### config.mk
export PLATFORM = sky130hd
export DESIGN_NAME = uart_msg_gen
export DESIGN_NICKNAME = d
export VERILOG_FILES = /design/src/rtl/uart_msg_gen.sv
export SDC_FILE = /design/constraint.sdc
export NUM_CORES = 1
export LEC_CHECK = 0
export CAP_MARGIN = 10
export CELL_PAD_IN_SITES_DETAIL_PLACEMENT = 0
export CELL_PAD_IN_SITES_GLOBAL_PLACEMENT = 1
export CORE_ASPECT_RATIO = 1.75
export CORE_UTILIZATION = 30
export CTS_CLUSTER_SIZE = 30
export DETAILED_ROUTE_END_ITERATION = 8
export PLACE_DENSITY = 0.5
export SLEW_MARGIN = 25
export SYNTH_ARGS = -nofsm -noshare
export SYNTH_HDL_FRONTEND = slang
export SYNTH_SLANG_ARGS = --single-unit
### constraint.sdc
create_clock -name clk -period 6.9 [get_ports clk]
set_clock_uncertainty 0.05 [all_clocks]
set_input_delay 2.07 -clock clk [delete_from_list [all_inputs] [get_ports clk]]
set_output_delay 2.07 -clock clk [all_outputs]
set_load 0.02 [all_outputs]
### src/rtl/uart_msg_gen.sv
// UART stimulus source: periodic fixed message plus buffered echo of received bytes.
// Latency: message starts 1 cycle after the timer saturates; echo leaves 1 cycle after a byte is stored.
// Backpressure: tx_dat/tx_wr_ev hold until tx_ready; full echo FIFO drops bytes and pulses rx_ovf.
module uart_msg_gen #(
  parameter int                   MSG_LEN    = 38,
  parameter logic [8*MSG_LEN-1:0] MSG        = "sapiens:a brief history of humankind\r\n",
  parameter int                   PERIOD     = 100_000_000,
  parameter int                   FIFO_DEPTH = 16
) (
  input  logic                          clk,
  input  logic                          rst,
  input  logic [1:0]                    mode,
  input  logic [7:0]                    rx_dat,
  input  logic                          rx_dat_ev,
  input  logic                          tx_ready,
  output logic [7:0]                    tx_dat,
  output logic                          tx_wr_ev,
  output logic                          busy,
  output logic                          rx_ovf,
  output logic [$clog2(FIFO_DEPTH):0]   fifo_level
);

  localparam int TMR_W = $clog2(PERIOD);
  localparam int IDX_W = (MSG_LEN > 1) ? $clog2(MSG_LEN) : 1;
  localparam int PTR_W = $clog2(FIFO_DEPTH);
  localparam int LVL_W = PTR_W + 1;

  localparam logic [TMR_W-1:0] TMR_MAX  = TMR_W'(PERIOD - 1);
  localparam logic [IDX_W-1:0] IDX_LAST = IDX_W'(MSG_LEN - 1);
  localparam logic [LVL_W-1:0] LVL_FULL = LVL_W'(FIFO_DEPTH);

  typedef enum logic [1:0] {
    S_WAIT = 2'd0,
    S_MSG  = 2'd1,
    S_ECHO = 2'd2
  } state_e;

  state_e             state_q;
  logic [TMR_W-1:0]   timer_q;
  logic [IDX_W-1:0]   idx_q;
  logic [7:0]         tx_dat_q;
  logic               tx_wr_ev_q;
  logic               rx_ovf_q;

  logic [7:0]         mem_q [FIFO_DEPTH];
  logic [PTR_W-1:0]   wr_ptr_q, wr_ptr_d;
  logic [PTR_W-1:0]   rd_ptr_q, rd_ptr_d;
  logic [LVL_W-1:0]   level_q, level_d;

  // Message bytes unpacked so byte 0 is the leftmost character of the string.
  logic [7:0] msg_bytes [MSG_LEN];
  for (genvar g = 0; g < MSG_LEN; g++) begin : g_msg
    assign msg_bytes[g] = MSG[8*(MSG_LEN-1-g) +: 8];
  end

  logic             in_wait;
  logic             msg_due;
  logic             fifo_empty;
  logic             fifo_full;
  logic             push_req;
  logic             push;
  logic             pop;
  logic             drop;
  logic             xfer;
  logic [7:0]       fifo_head;
  logic [IDX_W-1:0] idx_nxt;
  logic [TMR_W-1:0] timer_inc;

  assign in_wait    = (state_q == S_WAIT);
  assign msg_due    = in_wait && (timer_q == TMR_MAX) && mode[0];
  assign fifo_empty = (level_q == '0);
  assign fifo_full  = (level_q == LVL_FULL);
  // The message has priority: a pop only happens on a WAIT cycle that is not starting one.
  assign pop        = in_wait && !msg_due && mode[1] && !fifo_empty;
  assign push_req   = rx_dat_ev && mode[1];
  // A full FIFO still accepts when the head leaves on the same edge.
  assign push       = push_req && (!fifo_full || pop);
  assign drop       = push_req && !push;
  assign xfer       = tx_wr_ev_q && tx_ready;
  assign fifo_head  = mem_q[rd_ptr_q];
  assign idx_nxt    = idx_q + IDX_W'(1);
  assign timer_inc  = (timer_q == TMR_MAX) ? timer_q : timer_q + TMR_W'(1);

  // FIFO next-state: pointers wrap naturally on a power-of-2 depth.
  always_comb begin
    wr_ptr_d = wr_ptr_q;
    rd_ptr_d = rd_ptr_q;
    level_d  = level_q;
    if (push) wr_ptr_d = wr_ptr_q + PTR_W'(1);
    if (pop)  rd_ptr_d = rd_ptr_q + PTR_W'(1);
    if (push && !pop)      level_d = level_q + LVL_W'(1);
    else if (pop && !push) level_d = level_q - LVL_W'(1);
  end

  // FIFO storage; contents need no reset since the level gates every read.
  always_ff @(posedge clk) begin
    if (push) mem_q[wr_ptr_q] <= rx_dat;
  end

  // FIFO pointers, occupancy and the registered overflow pulse.
  always_ff @(posedge clk or posedge rst) begin
    if (rst) begin
      wr_ptr_q <= '0;
      rd_ptr_q <= '0;
      level_q  <= '0;
      rx_ovf_q <= 1'b0;
    end else begin
      wr_ptr_q <= wr_ptr_d;
      rd_ptr_q <= rd_ptr_d;
      level_q  <= level_d;
      rx_ovf_q <= drop;
    end
  end

  // Control FSM with registered tx outputs, period timer and message index.
  always_ff @(posedge clk or posedge rst) begin
    if (rst) begin
      state_q    <= S_WAIT;
      timer_q    <= '0;
      idx_q      <= '0;
      tx_dat_q   <= '0;
      tx_wr_ev_q <= 1'b0;
    end else begin
      case (state_q)
        S_WAIT: begin
          timer_q <= timer_inc;
          if (msg_due) begin
            tx_dat_q   <= msg_bytes[0];
            tx_wr_ev_q <= 1'b1;
            idx_q      <= '0;
            state_q    <= S_MSG;
          end else if (pop) begin
            tx_dat_q   <= fifo_head;
            tx_wr_ev_q <= 1'b1;
            state_q    <= S_ECHO;
          end
        end
        S_MSG: begin
          // Timer is frozen for the whole message and restarts from its last byte.
          if (xfer) begin
            if (idx_q == IDX_LAST) begin
              tx_wr_ev_q <= 1'b0;
              timer_q    <= '0;
              state_q    <= S_WAIT;
            end else begin
              idx_q    <= idx_nxt;
              tx_dat_q <= msg_bytes[idx_nxt];
            end
          end
        end
        S_ECHO: begin
          timer_q <= timer_inc;
          if (xfer) begin
            tx_wr_ev_q <= 1'b0;
            state_q    <= S_WAIT;
          end
        end
        default: begin
          tx_wr_ev_q <= 1'b0;
          state_q    <= S_WAIT;
        end
      endcase
    end
  end

  assign tx_dat     = tx_dat_q;
  assign tx_wr_ev   = tx_wr_ev_q;
  assign busy       = !in_wait;
  assign rx_ovf     = rx_ovf_q;
  assign fifo_level = level_q;

endmodule
Word level (Yosys, flattened, before mapping):

Memories as Yosys holds them, arrays and structs flattened.
Cells that the tools add are included.

* output and inout bits: 16
* ROM bits: 512
* logic and storage cells: 90
* memories kept: 2
* bits in registers: 58
* memory bits (writable): 128
* input bits: 14

* $add $sub $neg: 6
* magnitude comparators: 1
* equality and inequality tests: 12
* mux-type cells: 31
* reductions and logical operators: 28
* bitwise operators: 1

Memories
* (name not given): words 64, bits a word 8, read ports 1, clocked after Yosys merged registers in 0, wr ports 0, line 147 `tx_dat_q <= msg_bytes[idx_nxt];`
* mem_q: words 16, bits a word 8, read ports 1, clocked after Yosys merged registers in 0, wr ports 1, line 45 `logic [7:0] mem_q [FIFO_DEPTH];`

Operators with widths (count)
* 2-to-1 mux 27 bit: 3
* case mux 27 bit (2 select lines): 1
* 2-to-1 mux 8 bit: 6
* adder 27 x 1 -> 27 bit (second input constant): 1
* == test 27 bit (second input constant): 1
* 2-to-1 mux 6 bit: 3
* case mux 8 bit (2 select lines): 1
* AND reduction 4 bit: 4
* case mux 6 bit (2 select lines): 1
* logical AND 1 bit: 11
* 2-to-1 mux 2 bit: 5
* 2-to-1 mux 5 bit: 2
* inequality test 2 bit (second input constant): 5
* adder 4 x 1 -> 4 bit (second input constant): 2
* greater-or-equal comparator 7 bit (second input constant): 1
* 2-to-1 mux 1 bit: 7
* inverter 6 -> 7 bit: 1
* adder 6 x 1 -> 6 bit (second input constant): 1
* == test 6 bit (second input constant): 1
* zero test 1 bit: 6
* case mux 2 bit (3 select lines): 1
* nonzero test 2 bit: 3
* adder 5 x 1 -> 5 bit (second input constant): 1
* == test 5 bit (second input constant): 1
* 10 further kinds: 10

Longest topological paths before layout:

Gate-level depths: netlist of run 1.

* depth in word-level cells: 13
* gate-level depth with buffers: 16
* mapped depth without buffers: 15

Worst setup path before layout of run 1:

No wires, ideal clock.

* path kind: input-to-reg
* from: in mode[0]
* to: reg level_q[4] (netlist: fifo_level[4])
* cell stages on the path: 14
* setup slack: 2.549 ns
* arrival time: 4.169 ns
* data required time: 6.718 ns
* library setup time: 0.132 ns
* buffers on the path: 0
* cell sequence: and3b_1 nand4_1 o21ai_1 nand3_1 nand3_1 inv_2 ha_1 inv_1 ha_1 a21o_1 a21oi_1 xnor2_1 nor2_1 xor2_1

* word-level cells in the longest chain between the ends: 10
* elaborated cells on any way between the ends: 13
* those cells by class: mux: 1; reduce/logical: 12

Ends and longest elaborated chain
* start: declaration: line 12 `input logic [1:0] mode,`
* logical AND 1 bit (*): line 70 `assign msg_due = in_wait && (timer_q == TMR_MAX) && mode[0];`
* zero test 1 bit (*): line 74 `assign pop = in_wait && !msg_due && mode[1] && !fifo_empty;`
* logical AND 1 bit (*) (3 in a row): line 74
* logical OR 1 bit (*): line 77 `assign push = push_req && (!fifo_full || pop);`
* logical AND 1 bit (*): line 77
* via push: line 61 `logic push;`
* zero test 1 bit: line 92 `else if (pop && !push) level_d = level_q - LVL_W'(1);`
* logical AND 1 bit: line 92
* nonzero test 2 bit (no line)
* end signal: assignment: line 110 `level_q <= level_d;`
* end: declaration: line 48 `logic [LVL_W-1:0] level_q, level_d;`

The timed path passes the listed nets; every way through them passes the cells marked *.
A chain may end at the register's enable or synchronous reset.

Worst setup path after layout of run 1:

Same ends and word-level chain as after synthesis.

==> summary.md, run 1 <==
| Metric | Value |
|---|---|
| Number of DRC markers after the initial detailed-route iteration | `386` |
| Setup TNS | `0 ns` |
| Antenna violation net count after detailed routing | `0` |
| Area share of fa/ha/maj cells after synthesis | `2.95%` |
| Clock Root Buffer | `sky130_fd_sc_hd__clkbuf_16` |
| Pre-CTS WS | `1.45 ns` |
| Summed instance area of the synthesized netlist | `~9000 um^2` |
| Power Dens Cells | `339 nW/um^2` |
| Final net count | `~700` |
| Async set-or-reset flop fraction in the synthesized netlist | `31.2%` |
| Total routing usage reported by global routing | `~16%` |
| Number of enable-type register cells in the synthesized netlist | `between 100 and 150` |
| Area used by multi-input combinational logic | `3300 um^2` |
| Element type at the critical path start | `input port` |
| Effective utilization at floorplan | `30.6%` |
| Number of buffers created by CTS | `17` |
| First-pass DRT Iterations | `5` |
| Count of pins over their slew limit | `0` |
| Number of filler instances in the final layout | `2729` |
| Total of cells resized after clock tree synthesis | `0` |
| Cell with the most instances after synthesis | `sky130_fd_sc_hd__edfxtp_1` |
| Antenna cells | `0` |
| First-pass GRT wire length | `between 30000 and 40000 um` |
| Data required time at the worst endpoint | `~7 ns` |
| Avg Cell Area, Syn | `13.5 um^2` |
| Clock H-tree levels | `4` |
| Internal cell power | `2.29 mW` |
| Routed length per placed instance | `20.9 um` |
| Register area share after synthesis | `60.5%` |
| Share of Yosys cell area claimed by the top area cell type | `between 40% and 50%` |
| Worst supply voltage drop on vdd | `0.191 mV` |
| DIE AREA | `29900 um^2` |
| HPWL Detailed | `15800 um` |
| Pleak | `3.48 nW` |
| Number of top-level design ports | `30` |
| Ordered cell list for the critical path | `clkdlybuf4s50_1, and3b_1, nand4_1, o21ai_1, nand3_1, nand3_1, inv_2, ha_1, inv_1, ha_1, a21o_1, a21oi_1, xnor2_1, nor2_1, xor2_1` |
| Transition at the pin with the smallest max-transition slack | `1.00 ns` |
| Minimum period implied by the final worst setup slack | `approximately 5 ns` |
| Synth area leader | `sky130_fd_sc_hd__edfxtp_1` |
| Gp weighted congestion | `0.813` |
| Status | `finished, final reports clean` |
| Net switching share of the total power | `33.2%` |
| Layout Cell Area excl Fill | `between 10000 and 15000 um^2` |
| Net Sw Power | `approximately 1.1 mW` |
| Post-Route Utilization | `a little over a third` |
| Number of warnings printed during yosys synthesis | `0` |
| Unrepaired setup endpoints after global routing | `false` |
| Clk_lat worst skew | `around 0.45 ns` |
| XOR/XNOR Fraction of Synth Area | `4.39%` |
| Maximum number of pins on one net before global-route repair | `59` |
| Worst Path Arrival | `between 5 and 6 ns` |
| Number of sinks driven by the clock tree | `186` |
| Critical Path End Type | `flop` |
| Number of instances in the synthesized netlist | `650` |
| Ranking of synthesized cells by instance count | `128 x sky130_fd_sc_hd__edfxtp_1, 58 x sky130_fd_sc_hd__dfrtp_1, 50 x sky130_fd_sc_hd__nor2_1` |
| Final period util | `between 70 and 80%` |
| Clock-pin slew on the worst setup and hold paths | `0.07 ns` |
| Setup repair bufs after CTS | `0` |
| Share of power burned in combinational logic | `roughly 28%` |
| Highest net fanout along the worst path | `9` |
| Maximum buffer depth of the clock tree | `2` |
| Count of input and output buffers | `29` |
| Complex-gate fraction of the synthesized area | `9.35%` |
| Routed via count | `5345` |
| Clk network pwr share | `30.2%` |
| Initial antenna violation count | `0` |
| Y dimension of the die | `228 um` |
| Top cells by area, synth | `sky130_fd_sc_hd__edfxtp_1 44%, sky130_fd_sc_hd__dfrtp_1 17%, sky130_fd_sc_hd__mux4_2 8.0%` |
| Kind of critical path | `in -> reg` |
| Cell depth of the worst flop-to-flop path | `15` |
| Max-slew headroom at the worst pin | `32.7%` |
| FF+latch count, synth | `186` |
| Total core area | `28600 um^2` |
| Cts hold-fix bufs | `0` |
| Final Hold Fails | `0` |
| Achievable clock frequency | `roughly 200 MHz` |
| Placed inst area | `approximately 9500 um^2` |
| CTS tree | `built` |
| CP peak stage delay | `0.45 ns` |
| Main combinational cell family by area after synthesis | `simple AND/OR/NAND/NOR gates` |
| Part of the total power dissipated in sequential elements | `approximately 42%` |
| Multiplexer area fraction after synthesis | `9.65%` |
| Fraction of final layout cells with drive strength greater than 1 | `approximately 14%` |
| Area growth from synthesis to layout | `15.7%` |
| Via density | `5.05` |
| DRT Wirelength | `22200 um` |
| Primary flip-flop cell chosen by synthesis mapping | `sky130_fd_sc_hd__edfxtp_1` |
| FP Rows | `82` |
| Maximum Capacitance Violations | `0` |
| Basic-gate share of the synthesized area counting and, or, nand and nor cells | `10.3%` |
| Worst Hold Class | `reg -> reg` |
| Hold path cells | `2` |
| Via count of the first global-routing pass | `5445` |
| Slowest cell on the critical path | `sky130_fd_sc_hd__clkdlybuf4s50_1` |
| Floorplan die width | `131 um` |
| DRC viols | `0` |
| Nets in the synthesized netlist | `~680` |
| Leftover overflow at the end of global routing | `0` |
| Total setup violations reported at the end of the flow | `0` |
| Worst Setup Slack, final | `1.84 ns` |
| Register Area | `5300 um^2` |
| Netlist cell types | `62` |
==> metrics by stage <==
step / power (mW) / instances / hold slack [ns]
finish: 3.43 / 1059 / 0.439
global route: 3.61 / 1059 / 0.473
global placement: 2.43 / 1027 / 0.433
detailed placement: 2.44 / 1027 / 0.428
floorplan: 2.05 / 650 / 0.446
CTS: 3.49 / 1059 / 0.446
==> worst max-delay path, delay by kind of cell <==
| kind | cells | cell delay (ns) |
|---|---|---|
| AND/OR/NAND/NOR | 5 | 0.93 |
| buffers and inverters | 3 | 0.81 |
| AO/OA/AOI/OAI | 3 | 0.63 |
| adder cells (fa/ha/maj) | 2 | 0.60 |
| XOR/XNOR | 2 | 0.27 |
==> per-layer routing <==
metal  global-route usage, %  share of wire (%)  vias up
met4                    6.39                2.2        0
met3                    2.72                1.9       20
li1                        -                  -     2505
met2                    30.0                 58       63
met5                       0                  0        -
met1                    17.0                 38     2757
==> final cells by class <==
| type | instances | share of cell area, % |
|---|---|---|
| Sequential cell | 186 | 52.3 |
| Multi-Input combinational cell | 402 | 32.6 |
| Tap cell | 378 | 4.67 |
| Clock buffer | 17 | 4.20 |
| Timing Repair Buffer | 34 | 3.24 |
| Clock inverter | 15 | 1.98 |
| Inverter | 27 | 1.00 |
==> worst paths after layout <==
check	from	end	slack (ns)
max	mode[0]	fifo_level[4]	1.84
max in group asynchronous	rst	rd_ptr_q[0]	4.11
min in group asynchronous	rst	timer_q[0]	2.11
min	tx_dat[1]	tx_dat[1]	0.44
max reg2reg	timer_q[0]	fifo_level[4]	2.95
min reg2reg	tx_dat[1]	tx_dat[1]	0.44
==> cell families after synthesis <==
family,Yosys count
AO/OA/AOI/OAI,116
XOR/XNOR,43
buffers and inverters,62
adder cells (fa/ha/maj),20
multiplexers,45
AND/OR/NAND/NOR,178
flip-flops,186
==> placed cells by master, fill, tap and decap left out, drive strengths merged, types with 3 or more instances in the layout <==
| cell | n |
|---|---|
| edfxtp | 128 |
| dfrtp | 58 |
| nor2 | 50 |
| xnor2 | 39 |
| inv | 36 |
| nand2 | 34 |
| mux4 | 31 |
| clkdlybuf4s50 | 29 |
| o21ai | 27 |
| a21oi | 26 |
| nand3 | 24 |
| ha | 19 |
| clkbuf | 17 |
| nand4 | 13 |
| a211oi | 10 |
| a2111oi | 10 |
| mux2i | 9 |
| and3 | 8 |
| o31ai | 8 |
| nor4 | 8 |
| nor2b | 7 |
| and2 | 6 |
| a31oi | 6 |
| nor3 | 6 |
| and4 | 5 |
| mux2 | 5 |
| buf | 5 |
| nand2b | 4 |
| xor2 | 4 |
| o22ai | 4 |
| a22o | 4 |
| or3 | 4 |
| clkinv | 3 |
==> flip-flops by register name, indices dropped and copies added, names as in the netlist <==
name	flops
fifo_level	5
idx_q	6
mem_q	128
rd_ptr_q	4
rx_ovf	1
state_q	2
timer_q	27
tx_dat	8
tx_wr_ev	1
wr_ptr_q	4
==> power groups by stage <==
| stage | Combinational [mW] | Clock [mW] | Sequential [mW] |
|---|---|---|---|
| 6_report | 0.944 | 1.04 | 1.45 |
| 5_1_grt | 1.03 | 1.10 | 1.47 |
| 4_1_cts | 0.970 | 1.07 | 1.45 |
| 3_5_place_dp | 0.970 | 0 | 1.47 |
| 3_3_place_gp | 0.965 | 0 | 1.46 |
| 2_1_floorplan | 0.622 | 0 | 1.43 |
Note: power is estimated with default switching activity, not from simulation.
==> inputs of run 2 (changes only) <==
PLACE_DENSITY = 0.52   (was 0.5)
clock period = 4.5 ns   (was 6.9 ns; I/O delays follow)
==> summary.md, run 2 (same netlist as run 1, synthesis figures left out) <==
| Metric | Value |
|---|---|
| Transition at the pin with the smallest max-transition slack | `0.822 ns (was 1.00 ns)` |
| Total routing usage reported by global routing | `16.2% (was 15.9%)` |
| Routed length per placed instance | `20.5 um (was 20.9 um)` |
| Element type at the critical path start | `input port (unchanged)` |
| Worst supply voltage drop on vdd | `0.353 mV (was 0.191 mV)` |
| Unrepaired setup endpoints after global routing | `false (unchanged)` |
| Clock-pin slew on the worst setup and hold paths | `0.07 ns (about the same)` |
| Maximum Capacitance Violations | `0 (unchanged)` |
| Y dimension of the die | `228 um (unchanged)` |
| Area used by multi-input combinational logic | `3240 um^2 (was 3300 um^2)` |
| First-pass GRT wire length | `34800 um (was 34000 um)` |
| Status | `finished, final reports clean (unchanged)` |
| Number of DRC markers after the initial detailed-route iteration | `393 (was 386)` |
| Slack of the worst reg-to-reg path | `1.06 ns (was 2.95 ns)` |
| Final period util | `between 80% and 90%` |
| Cts hold-fix bufs | `0 (unchanged)` |
| Number of filler instances in the final layout | `2744 (was 2729)` |
| Leftover overflow at the end of global routing | `0 (unchanged)` |
| Worst Hold Class | `reg -> reg (unchanged)` |
| Initial antenna violation count | `0 (unchanged)` |
| Pleak | `3.55 nW (was 3.48 nW)` |
| Kind of critical path | `in -> reg (unchanged)` |
| DIE AREA | `29900 um^2 (unchanged)` |
| Fraction of final layout cells with drive strength greater than 1 | `16.1% (was 14.1%)` |
| Total of cells resized after clock tree synthesis | `0 (unchanged)` |
| Gp weighted congestion | `0.806 (was 0.813)` |
| Floorplan die width | `131 um (unchanged)` |
| FP Rows | `82 (unchanged)` |
| Count of pins over their slew limit | `0 (unchanged)` |
| Via density | `5.02 (was 5.05)` |
| Total setup violations reported at the end of the flow | `0 (unchanged)` |
| Antenna cells | `0 (unchanged)` |
| Setup repair bufs after CTS | `0 (unchanged)` |
| HPWL Detailed | `16200 um (was 15800 um)` |
| Critical Path End Type | `flop (unchanged)` |
| Achievable clock frequency | `258 MHz` |
| Routed via count | `5435 (was 5345)` |
| Minimum hold slack | `0.453 ns (was 0.439 ns)` |
| Number of sinks driven by the clock tree | `186 (unchanged)` |
| CTS tree | `built (unchanged)` |
| Area growth from synthesis to layout | `16.4% (was 15.7%)` |
| Data required time at the worst endpoint | `4.78 ns (was 7.18 ns)` |
| Max-slew headroom at the worst pin | `44.8% (was 32.7%)` |
| Clock Root Buffer | `sky130_fd_sc_hd__clkbuf_16 (unchanged)` |
| Final Hold Fails | `0 (unchanged)` |
| Count of input and output buffers | `29 (unchanged)` |
| Effective utilization at floorplan | `30.6% (unchanged)` |
| Most frequent cells in the layout | `128 x sky130_fd_sc_hd__edfxtp_1, 57 x sky130_fd_sc_hd__dfrtp_1, 50 x sky130_fd_sc_hd__nor2_1 (unchanged)` |
| DRC viols | `0 (unchanged)` |
| Clk_lat worst skew | `0.44 ns (was 0.45 ns)` |
| First-pass DRT Iterations | `4 (was 5)` |
| Via count of the first global-routing pass | `5812 (was 5445)` |
| Number of top-level design ports | `30 (unchanged)` |
| Highest net fanout along the worst path | `4 (was 9)` |
| Total core area | `28600 um^2 (unchanged)` |
| Commonest non-fill, non-tap cell in the layout | `sky130_fd_sc_hd__edfxtp_1 (unchanged)` |
| Final net count | `725 (was 702)` |
| Power Dens Cells | `506 nW/um^2 (was 339 nW/um^2)` |
| Maximum buffer depth of the clock tree | `2 (unchanged)` |
| Worst Path Arrival | `4.15 ns (was 5.34 ns)` |
| Minimum period implied by the final worst setup slack | `3.87 ns` |
| Setup TNS | `0 ns (unchanged)` |
| Register bank with the most flops | `mem_q (unchanged)` |
| Number of buffers created by CTS | `17 (unchanged)` |
| Clock H-tree levels | `4 (unchanged)` |
| Number of flip-flops in the largest register | `128 (unchanged)` |
| Register Area | `5300 um^2 (unchanged)` |
| Antenna violation net count after detailed routing | `0 (unchanged)` |
| Maximum number of pins on one net before global-route repair | `34 (was 59)` |
| DRT Wirelength | `22200 um (about the same)` |
[run 2: changes by cell type in the layout (fill, tap and decap cells not counted), sizes merged]
cell,previous run,this run
buf,5,27
clkbuf,17,19
inv,36,31
clkinvlp,1,3
bufinv,2,1
clkinv,3,6
[run 2: metrics by stage]
stage               cells  power (mW)  cell area (um^2)  setup slack [ns]  utilization [%]
detailed placement   1049        3.78              9610             0.171             33.6
global route         1082        5.42             10200             0.359             35.6
global placement     1049        3.76              9610             0.244             33.6
finish               1082        5.15             10200             0.630             35.6
floorplan             650        3.14              8750             0.869                -
CTS                  1081        5.24             10200             0.630             35.5
[run 2: final cells by class]
type,instances,area share (%)
tap,378,4.64
clock inverter,14,1.36
multi-input combinational,402,31.9
sequential,186,52.0
clock buffer,18,4.21
timing repair buffer,57,4.92
inverter,27,0.995
[run 2: metal layers]
| metal | vias up | part of all wire, % | wire [um] | track usage [%] |
|---|---|---|---|---|
| met5 | - | 0 | 0 | 0 |
| met4 | 0 | 1.8 | 401 | 5.60 |
| met3 | 25 | 2.0 | 441 | 2.58 |
| met2 | 77 | 60 | 13300 | 31.7 |
| met1 | 2792 | 36 | 8030 | 16.6 |
| li1 | 2541 | - | - | - |
[run 2: final timing paths]
path	from	to	depth (start not counted)
setup / recovery	mode[0]	fifo_level[4]	15
hold / removal	tx_dat[1]	tx_dat[1]	2
setup reg to reg	timer_q[0]	fifo_level[4]	15
hold reg to reg	tx_dat[1]	tx_dat[1]	2
max in group asynchronous	rst	rd_ptr_q[0]	3
min in group asynchronous	rst	fifo_level[0]	2
[run 2: where the power goes]
part | switching (mW) | leakage (nW) | internal, mW
registers | 0.197 | 1.90 | 2.00
clock network | 0.683 | 0.270 | 0.775
logic | 0.806 | 1.38 | 0.697
total | 1.69 | 3.55 | 3.47
[run 2: critical path: stages]
cell	delay (ns)
sky130_fd_sc_hd__clkdlybuf4s50_1	0.47
sky130_fd_sc_hd__and3b_1	0.16
sky130_fd_sc_hd__nand4_1	0.17
sky130_fd_sc_hd__o21ai_1	0.28
sky130_fd_sc_hd__nand3_1	0.14
sky130_fd_sc_hd__nand3_1	0.15
sky130_fd_sc_hd__inv_2	0.05
sky130_fd_sc_hd__ha_1	0.25
sky130_fd_sc_hd__inv_1	0.15
sky130_fd_sc_hd__ha_1	0.27
sky130_fd_sc_hd__a21o_1	0.19
sky130_fd_sc_hd__a21oi_1	0.17
sky130_fd_sc_hd__xnor2_1	0.13
sky130_fd_sc_hd__nor2_1	0.06
sky130_fd_sc_hd__xor2_1	0.14
==> inputs of run 3 (changes only) <==
CAP_MARGIN = unset   (was 10)
GPL_TIMING_DRIVEN = 0   (was unset)
==> summary.md, run 3 (same netlist as run 1, synthesis figures left out) <==
| Metric | Value |
|---|---|
| Clock Root Buffer | `sky130_fd_sc_hd__clkbuf_16 (unchanged)` |
| Non-filler cells, final | `1101 (was 1082)` |
| HPWL Detailed | `16900 um (was 16200 um)` |
| Power after layout | `5.22 mW (was 5.15 mW)` |
| Fraction of final layout cells with drive strength greater than 1 | `14.5% (was 16.1%)` |
| Unrepaired setup endpoints after global routing | `false (unchanged)` |
| Buffer and inverter count on the worst path | `3 (unchanged)` |
| Routed length per placed instance | `21.0 um (was 20.5 um)` |
| Antenna cells | `0 (unchanged)` |
| Minimum period implied by the final worst setup slack | `4.07 ns (was 3.87 ns)` |
| Count of input and output buffers | `29 (unchanged)` |
| DRC viols | `0 (unchanged)` |
| Number of sinks driven by the clock tree | `186 (unchanged)` |
| Gp weighted congestion | `0.836 (was 0.806)` |
| Element type at the critical path start | `input port (unchanged)` |
| Number of top-level design ports | `30 (unchanged)` |
| Post-Route Utilization | `35.9% (was 35.6%)` |
| Ordered cell list for the critical path | `clkdlybuf4s50_1, and3b_1, nand4_1, o21ai_2, nor2_1, inv_1, ha_1, inv_1, ha_1, a21o_1, a21oi_1, xnor2_1, nor2_1, xor2_1 (was clkdlybuf4s50_1, and3b_1, nand4_1, o21ai_1, nand3_1, nand3_1, inv_2, ha_1, inv_1, ha_1, a21o_1, a21oi_1, xnor2_1, nor2_1, xor2_1)` |
| FP Rows | `82 (unchanged)` |
| Max-slew headroom at the worst pin | `31.2% (was 44.8%)` |
| Achievable clock frequency | `246 MHz (was 258 MHz)` |
| Leftover overflow at the end of global routing | `0 (unchanged)` |
| Y dimension of the die | `228 um (unchanged)` |
| Clk_lat worst skew | `0.45 ns (was 0.44 ns)` |
| Cell class contributing the biggest share of worst-path delay | `buffers and inverters (was simple AND/OR/NAND/NOR gates)` |
| Cts hold-fix bufs | `0 (unchanged)` |
| Antenna violation net count after detailed routing | `0 (unchanged)` |
| Maximum Capacitance Violations | `0 (unchanged)` |
| Slowest cell on the critical path | `sky130_fd_sc_hd__clkdlybuf4s50_1 (unchanged)` |
| Number of buffers created by CTS | `17 (unchanged)` |
| Layout Cell Area excl Fill | `10300 um^2 (was 10200 um^2)` |
| DIE AREA | `29900 um^2 (unchanged)` |
| Routed via count | `5546 (was 5435)` |
| Critical Path End Type | `flop (unchanged)` |
| Number of flip-flops in the largest register | `128 (unchanged)` |
| Clock H-tree levels | `4 (unchanged)` |
| Placed inst area | `9660 um^2 (was 9610 um^2)` |
| CP peak stage delay | `0.45 ns (was 0.47 ns)` |
| Worst Path Arrival | `4.35 ns (was 4.15 ns)` |
| Transition at the pin with the smallest max-transition slack | `1.03 ns (was 0.822 ns)` |
| Area growth from synthesis to layout | `17.3% (was 16.4%)` |
| Met1 wire length | `8760 um (was 8030 um)` |
| Kind of critical path | `in -> reg (unchanged)` |
| Total setup violations reported at the end of the flow | `0 (unchanged)` |
| Number of cells in the design after placement | `1070 (was 1049)` |
| Met3 layer wire length in the routed design | `609 um (was 441 um)` |
| Initial antenna violation count | `0 (unchanged)` |
| Top metal layer carrying routed signals | `met4 (unchanged)` |
| Worst supply voltage drop on vdd | `0.315 mV (was 0.353 mV)` |
| Final Hold Fails | `0 (unchanged)` |
| Final net count | `745 (was 725)` |
| CTS tree | `built (unchanged)` |
| Maximum buffer depth of the clock tree | `2 (unchanged)` |
| Worst Hold Class | `reg -> reg (unchanged)` |
| First-pass GRT wire length | `35700 um (was 34800 um)` |
| Final period util | `90.4% (was 86.0%)` |
| Maximum number of pins on one net before global-route repair | `45 (was 34)` |
| Count of pins over their slew limit | `0 (unchanged)` |
| Via density | `5.04 (was 5.02)` |
| Pleak | `3.56 nW (was 3.55 nW)` |
| Number of DRC markers after the initial detailed-route iteration | `276 (was 393)` |
| Most frequent cells in the layout | `128 x sky130_fd_sc_hd__edfxtp_1, 58 x sky130_fd_sc_hd__dfrtp_1, 50 x sky130_fd_sc_hd__nor2_1 (was 128 x sky130_fd_sc_hd__edfxtp_1, 57 x sky130_fd_sc_hd__dfrtp_1, 50 x sky130_fd_sc_hd__nor2_1)` |
| Register bank with the most flops | `mem_q (unchanged)` |
| Floorplan die width | `131 um (unchanged)` |
| Via count of the first global-routing pass | `5872 (was 5812)` |
| Power Dens Cells | `508 nW/um^2 (was 506 nW/um^2)` |
| Commonest non-fill, non-tap cell in the layout | `sky130_fd_sc_hd__edfxtp_1 (unchanged)` |
| Setup TNS | `0 ns (unchanged)` |
| Data required time at the worst endpoint | `4.78 ns (about the same)` |
| DRT Wirelength | `23100 um (was 22200 um)` |
| Total routing usage reported by global routing | `16.8% (was 16.2%)` |
| Highest net fanout along the worst path | `6 (was 4)` |
| First-pass DRT Iterations | `5 (was 4)` |
| Total core area | `28600 um^2 (unchanged)` |
| Effective utilization at floorplan | `30.6% (unchanged)` |
| Number of filler instances in the final layout | `2751 (was 2744)` |
| Detail Route met2 WL | `13200 um (was 13300 um)` |
| Clock-pin slew on the worst setup and hold paths | `0.07 ns (about the same)` |
| Status | `finished, final reports clean (unchanged)` |
## run 3: changes by cell type in the layout (fill, tap and decap cells not counted), sizes merged
cell and delta:
clkinvlp -1, clkbuf +25, buf -5, inv -1
bufinv +1
## run 3: timing repair
| action | 4_1_cts | 5_1_grt |
|---|---|---|
| resized for setup | 0 | 2 |
| setup endpoints to repair | 0 | 1 |
| buffers inserted | 0 | 0 |
## run 3: final timing paths
path | from | slack (ns) | cells after the start | end
hold / removal | tx_dat[1] | 0.45 | 2 | tx_dat[1]
setup reg to reg | timer_q[0] | 0.63 | 15 | fifo_level[4]
setup / recovery | mode[0] | 0.43 | 14 | fifo_level[4]
max in group asynchronous | rst | 2.76 | 3 | tx_dat[2]
hold reg to reg | tx_dat[1] | 0.45 | 2 | tx_dat[1]
min in group asynchronous | rst | 1.13 | 2 | timer_q[5]
## run 3: area by class of cell
type | count | area (um^2) | area share (%)
flip-flops and latches | 186 | 5300 | 51.6
multi-input cells | 402 | 3260 | 31.8
well taps | 378 | 473 | 4.61
clock buffers | 18 | 429 | 4.18
repair buffers | 42 | 393 | 3.83
clock inverters | 13 | 166 | 1.62
plain buffers | 35 | 144 | 1.40
inverters | 27 | 104 | 1.01
## run 3: through the flow
stage,worst slack [ns],hold slack (ns)
4_1_cts,0.0819,0.469
6_report,0.434,0.450
5_1_grt,0.116,0.510
2_1_floorplan,0.869,0.446
3_5_place_dp,-0.380,0.450
3_3_place_gp,-0.739,0.458
## run 3: per-layer routing
layer / vias up / GRT usage (%)
met1: 2816 / 18.2
li1: 2593 / -
met3: 34 / 2.88
met4: 0 / 6.61
met2: 103 / 31.3
met5: - / 0
## run 3: worst register-to-register path, stage by stage (launching register included)
cell,delay (ns)
sky130_fd_sc_hd__dfrtp_1,0.42
sky130_fd_sc_hd__ha_1,0.22
sky130_fd_sc_hd__and3_1,0.16
sky130_fd_sc_hd__clkbuf_1,0.32
sky130_fd_sc_hd__nand4_1,0.34
sky130_fd_sc_hd__o21ai_2,0.35
sky130_fd_sc_hd__nor2_1,0.19
sky130_fd_sc_hd__inv_1,0.29
sky130_fd_sc_hd__ha_1,0.28
sky130_fd_sc_hd__inv_1,0.11
sky130_fd_sc_hd__ha_1,0.30
sky130_fd_sc_hd__a21o_1,0.19
sky130_fd_sc_hd__a21oi_1,0.18
sky130_fd_sc_hd__xnor2_1,0.14
sky130_fd_sc_hd__nor2_1,0.06
sky130_fd_sc_hd__xor2_1,0.15
## run 3: where the power goes
part	internal [mW]	total, mW	switching [mW]	leakage, nW
logic	0.681	1.58	0.896	1.37
registers	2.00	2.11	0.116	1.91
clock network	0.831	1.53	0.697	0.282
==> variant 1, RTL diff (settings of run 3) <==
Make the reset (`rst`) synchronous in 2 clocked blocks.
--- a/src/rtl/uart_msg_gen.sv
+++ b/src/rtl/uart_msg_gen.sv
@@ -98,7 +98,7 @@
   end
 
   // FIFO pointers, occupancy and the registered overflow pulse.
-  always_ff @(posedge clk or posedge rst) begin
+  always_ff @(posedge clk) begin
     if (rst) begin
       wr_ptr_q <= '0;
       rd_ptr_q <= '0;
@@ -113,7 +113,7 @@
   end
 
   // Control FSM with registered tx outputs, period timer and message index.
-  always_ff @(posedge clk or posedge rst) begin
+  always_ff @(posedge clk) begin
     if (rst) begin
       state_q    <= S_WAIT;
       timer_q    <= '0;
Function: differs if rst is asserted again (counterexample within 4 cycles, from zero or initial values and one cycle with rst high); with rst held inactive, the same outputs for 4 cycles.
==> variant 1 against run 3 <==
- clock power up 4%
- total power shrank 12%
- via count about the same
- sequential share of layout area down 1.9 points
- sequential cell count grew 4
- wire length shrank 5.9%
- synthesized area is 0.57% higher
- register-to-register slack gained 0.09 ns
- final cell count rose by 1.5%
- worst setup slack improved by 0.080 ns
- cell area down 0.28%
- sequential power decreased by 5%
- die area increased by 0.57%
- critical path type unchanged
- largest power group unchanged
==> variant 1: results (changes against run 3) <==
The maximum number of pins on one net before global-route repair is 17 (-62%). In the synthesized netlist, the cells that appear most often are edfxtp_1, nor2_1, dfxtp_1, nand2_1, mux4_2. The first-pass GRT wire length is 34,230 µm (-4.1%).

In this run the critical register-to-register path is launched from timer_q[10]. The data arrival time of the worst path is 4.24 ns (-0.11 ns). The placed wire-length estimate came out at 16,200 µm (-3.9%). The startpoint identified for the worst hold timing path is timer_q[22]. The internal reg-to-reg setup slack was 0.72 ns (+0.09 ns). The via count of the first global-routing pass came to 5,846 (-0.44%). The slew at the pin closest to its max-slew limit came to 0.9836 ns (-0.04483 ns). The initial antenna violation count was 0 (unchanged). The synthesized net count came out at 709 (+3.7%). The leakage dissipation is 3.276 nW (-8.0%). The worst voltage drop across the vdd grid came out at 0.2702 mV (-14%). The ratio of routed vias to standard cells came out at 4.959 (-1.6%). The worst slack at placement is 0.006133 ns (+0.3866 ns). The number of detailed-routing iterations run before antenna repair came to 4 (-1). The share of cell area taken by muxes after synthesis is 0.1059 (+0.009404). The count of buffers inserted at the top-level ports came out at 29 (unchanged).

After synthesis, the largest family of logic cells by area is simple AND/OR/NAND/NOR gates. The proportion of layout cells with a drive suffix above 1 is 0.1581 (+0.01288). In the post-synthesis netlist, the biggest area contributors are edfxtp_1, dfxtp_1, mux4_2, nor2_1, xnor2_1. The number of cells on the worst reg-to-reg path came out at 14 (-1). The synthesized area per cell is 13.04 µm² (-3.2%). The maximum cell stage delay along the critical path came out at 0.51 ns (+0.06 ns).

The fraction of synthesis flops using an asynchronous set or reset pin is 0 (-0.3118). The reg-to-reg endpoint is fifo_level[4]. The remaining global-route overflow is 0 (unchanged).

The number of nets in the final layout is 761 (+2.1%). The flow ran to the end, and the final reports show no timing, DRC or antenna violations. The wire length on met2 came to 12,720 µm (-3.7%).

The xor/xnor cell area share of the yosys netlist came out at 0.03583 (-0.008070). The standard cell area after detailed placement came to 9613 µm² (-0.52%). The worst hold path belongs to the class reg -> reg. The fill cell instance count of the final layout is 2,811 (+2.2%). The worst setup margin is 0.5140 ns (+0.08036 ns).

The compound-gate portion of the synthesized area came out at 0.09697 (+0.003449). The adder and majority cell fraction of the synthesized area was 0.02929 (-0.0001675). The hold-critical path endpoint is timer_q[22]. The wire length on met1 came out at 8029 µm (-8.4%). The post-placement cell count is 1,086 (+1.5%). The average detailed-routed wire length per instance is 19.45 µm (-7.3%).

The unique cell type count in the Yosys netlist is 80 (+29%). The met3 wirelength from detailed routing is 438 µm (-28%). The number of buffers inserted during clock tree synthesis came out at 17 (unchanged). The final estimated routing congestion in global placement came out at 0.8199 (-2.0%). The non-filler instance count after layout is 1,118 (+1.5%). The highest metal layer used by the detailed router is met4. The DRC violation total after the first TritonRoute iteration came out at 303 (+9.8%). The combined global-route utilization of all metal layers came to 0.1520 (-0.01588). The post-route worst hold slack came out at 0.4410 ns (-0.008777 ns). The count of inserted antenna diode cells is 0 (unchanged). The number of flip-flops in the largest register came out at 128 (unchanged). The sequential fraction of the synthesis area is 0.5778 (-0.02733).
-- variant 1: cells by family after synthesis --
group,after synthesis
xor gates and xnor gates,36
and+or+nand+nor,202
muxes,49
AOI/OAI and AO/OA,115
DFF,190
adders and majority gates,20
buffers and inverters,63
-- variant 1: power by group --
| group | internal [mW] | switching [mW] |
|---|---|---|
| registers | 1.94 | 0.0741 |
| clock network | 0.933 | 0.658 |
| logic | 0.463 | 0.520 |
-- variant 1: layout make-up --
class / instances / area (µm²) / area share
Sequential cell: 190 / 5085 / 0.4966
Multi-Input combinational cell: 422 / 3445 / 0.3364
Tap cell: 378 / 473.0 / 0.04619
Clock buffer: 19 / 432.9 / 0.04228
Timing Repair Buffer: 33 / 320.3 / 0.03128
Buffer: 38 / 201.4 / 0.01967
Clock inverter: 13 / 187.7 / 0.01833
Inverter: 25 / 93.84 / 0.009165
-- variant 1: layer usage --
layer,up-vias,track usage
li1,2667,-
met1,2780,0.1516
met2,69,0.3003
met3,28,0.02861
met4,0,0.06286
met5,-,0
-- variant 1: how the worst max path moves through the flow --
stage                 start  cells after the start             to
CTS                 mode[1]                     13  fifo_level[4]
floorplan           mode[0]                     12  fifo_level[4]
global route        mode[1]                     13  fifo_level[4]
detailed placement  mode[1]                     13  fifo_level[4]
finish              mode[1]                     13  fifo_level[4]
global placement    mode[1]                     13  fifo_level[4]
-- variant 1: critical path, delay by kind of cell --
kind | cells | cell delay, ns
buffers and inverters | 3 | 0.80
adder cells (fa/ha/maj) | 2 | 0.51
AO/OA/AOI/OAI | 2 | 0.35
XOR/XNOR | 1 | 0.14
AND/OR/NAND/NOR | 5 | 1.09
==> variant 2, RTL diff (flow settings as in run 3) <==
Without the edit above. Set the parameter `PERIOD` to 200_000_000 (it was 100_000_000).
--- a/src/rtl/uart_msg_gen.sv
+++ b/src/rtl/uart_msg_gen.sv
@@ -4,7 +4,7 @@
 module uart_msg_gen #(
   parameter int                   MSG_LEN    = 38,
   parameter logic [8*MSG_LEN-1:0] MSG        = "sapiens:a brief history of humankind\r\n",
-  parameter int                   PERIOD     = 100_000_000,
+  parameter int                   PERIOD     = 200_000_000,
   parameter int                   FIFO_DEPTH = 16
 ) (
   input  logic                          clk,
Check against the original RTL: same outputs for any inputs over 4 cycles, from zero or initial values and one cycle with rst high; that may be too few to reach the edited logic, so the function may still have changed.
==> variant 2 against run 3 <==
- combinational power grew 41%
- cell area hardly changed
- sequential cell count rose by 1
- maximum frequency shrank 6.9%
- critical endpoint unchanged
- worst setup slack got worse by 0.30 ns
- wire length down 2.3%
- worst hold slack improved by 0.014 ns
- die area increased by 0.87%
- synthesized area rose by 0.89%
- total power is 15% higher
==> variant 2: results (changes against run 3) <==
The proportion of layout cells with a drive suffix above 1 is 0.1465 (+0.001312). The cell at the root of the clock tree is clkbuf_16. The fraction of synthesis flops using an asynchronous set or reset pin is 0.3155 (+0.003680). The sequential fraction of the synthesis area came out at 0.6027 (-0.002483). The via count of the first global-routing pass came to 6,002 (+2.2%). The clock tree buffer depth came out at 2 (unchanged).

The standard cell area after detailed placement came to 9686 µm² (+0.23%). The initial antenna violation count came to 0 (unchanged). The count of buffers inserted at the top-level ports came out at 29 (unchanged). The final setup violation count came out at 0 (unchanged). The maximum number of pins on one net before global-route repair was 50 (+11%). The number of nets in the final layout came to 757 (+1.6%). The path class of the tightest hold or removal check is reg -> reg.

The later pin in the worst-skew pair is clocked with a latency of 0.44 ns. Among all stages on the critical path, the largest delay is contributed by clkdlybuf4s50_1. The DRC violation total after the first TritonRoute iteration came out at 245 (-11%). The register with the most flip-flops is mem_q. The flow ran to the end, and the final reports show no timing, DRC or antenna violations. The post-placement cell count came to 1,082 (+1.1%). The yosys synthesis warning count was 0 (unchanged). The highest net fanout along the worst path was 6 (unchanged). The count of inserted antenna diode cells is 0 (unchanged). The placed wire-length estimate is 16,620 µm (-1.4%). The data arrival time of the worst path came to 4.64 ns (+0.29 ns).

The via count came to 5,657 (+2.0%). The number of flip-flops in the largest register came out at 128 (unchanged). The clock transition time at the flip-flop clock pins of the worst setup and hold paths is 0.07 ns (about the same). The number of buffers inserted during clock tree synthesis came out at 17 (unchanged). The max-capacitance violation count came out at 0 (unchanged). The combined global-route utilization of all metal layers is 0.1580 (-0.009869). The maximum cell stage delay along the critical path is 0.46 ns. Counting stages on the worst path, the most repeated cell is ha_1. The first-pass GRT wire length is 35,550 µm (-0.45%). The worst slew slack as a fraction of its limit is 0.3261 (+0.01426).

The synthesized net count is 699 (+2.2%). The synthesized area per cell is 13.25 µm² (-1.5%). The final estimated routing congestion in global placement is 0.8053 (-3.7%). The unique cell type count in the Yosys netlist is 76 (+23%). The number of detailed-routing iterations run before antenna repair is 4 (-1). The leakage dissipation came to 3.522 nW (-1.1%). The number of levels in the clock H-tree is 4 (unchanged).

The number of synthesized flops with an enable pin came to 128 (unchanged). By area the synthesized netlist is led by edfxtp_1, dfrtp_1, mux4_2, xnor2_1, ha_1. The ratio of routed vias to standard cells is 5.074 (+0.72%). After synthesis, the most frequently instantiated cells are edfxtp_1, dfrtp_1, nand2_1, nor2_1, xnor2_1. The average detailed-routed wire length per instance was 20.26 µm (-3.5%).

The worst voltage drop across the vdd grid is 0.2564 mV (-19%).
[variant 2: changes by cell type after synthesis, moves of 5 or more]
cell / before / now
o221ai_1: 0 / 7
inv_1: 26 / 19
mux2i_1: 9 / 15
nand3_1: 24 / 16
xnor2_1: 38 / 30
mux4_2: 31 / 25
xor2_1: 4 / 9
nand2_1: 34 / 55
[variant 2: cell type report]
class | count | area (µm²)
plain buffers | 36 | 182.7
clock buffers | 17 | 425.4
clock inverters | 15 | 128.9
fillers | 2806 | 18550
inverters | 21 | 81.33
multi-input cells | 421 | 3293
flip-flops and latches | 187 | 5320
well taps | 378 | 473.0
repair buffers | 40 | 372.9
[variant 2: power by group]
group | internal (mW) | switching [mW]
sequential | 2.09 | 0.244
clock | 0.727 | 0.715
combinational | 0.904 | 1.32
total | 3.72 | 2.27
[variant 2: critical path, delay by kind of cell]
family	cells	cell delay, ns
adder cells (fa/ha/maj)	2	0.51
XOR/XNOR	2	0.29
buffers and inverters	4	0.85
AND/OR/NAND/NOR	5	1.08
AO/OA/AOI/OAI	3	0.56
[variant 2: logic make-up after synthesis]
group,count (synthesis),share of synthesized area
buffers and inverters,58,0.03005
XOR/XNOR,39,0.03870
adder cells (fa/ha/maj),19,0.02778
AND/OR/NAND/NOR,195,0.1165
flip-flops,187,0.6027
AO/OA/AOI/OAI,122,0.09582
multiplexers,46,0.08845
[variant 2: path summary, 6_finish.rpt]
check	to	cells past startpoint	from	slack (ns)
min in group asynchronous	rx_ovf	2	rst	1.11
max reg2reg	fifo_level[4]	17	idx_q[1]	0.38
min reg2reg	tx_dat[0]	1	tx_dat[0]	0.46
max in group asynchronous	tx_dat[0]	3	rst	2.77
min	tx_dat[0]	1	tx_dat[0]	0.46
max	fifo_level[4]	16	mode[0]	0.13
[variant 2: stage by stage]
stage               total power, mW  utilization  setup WS (ns)
finish                        5.997       0.3565         0.1328
detailed placement            4.580       0.3360        -0.7541
global placement              4.542       0.3327        -0.6824
global route                  6.363       0.3565        0.01336
floorplan                     3.823            -         0.4909
CTS                           6.040       0.3553        0.01419
[variant 2: repair_timing]
action,4_1_cts,5_1_grt
setup buffers,0,2
setup endpoints to repair,2,2
resized for setup,2,4
pin swaps,0,1
[variant 2: per-layer routing]
layer	up-vias	GRT usage	wire length [µm]
li1	2658	-	-
met1	2863	0.1621	8517
met2	100	0.3024	12860
met3	36	0.03260	572
met4	0	0.07049	640
met5	-	0	0
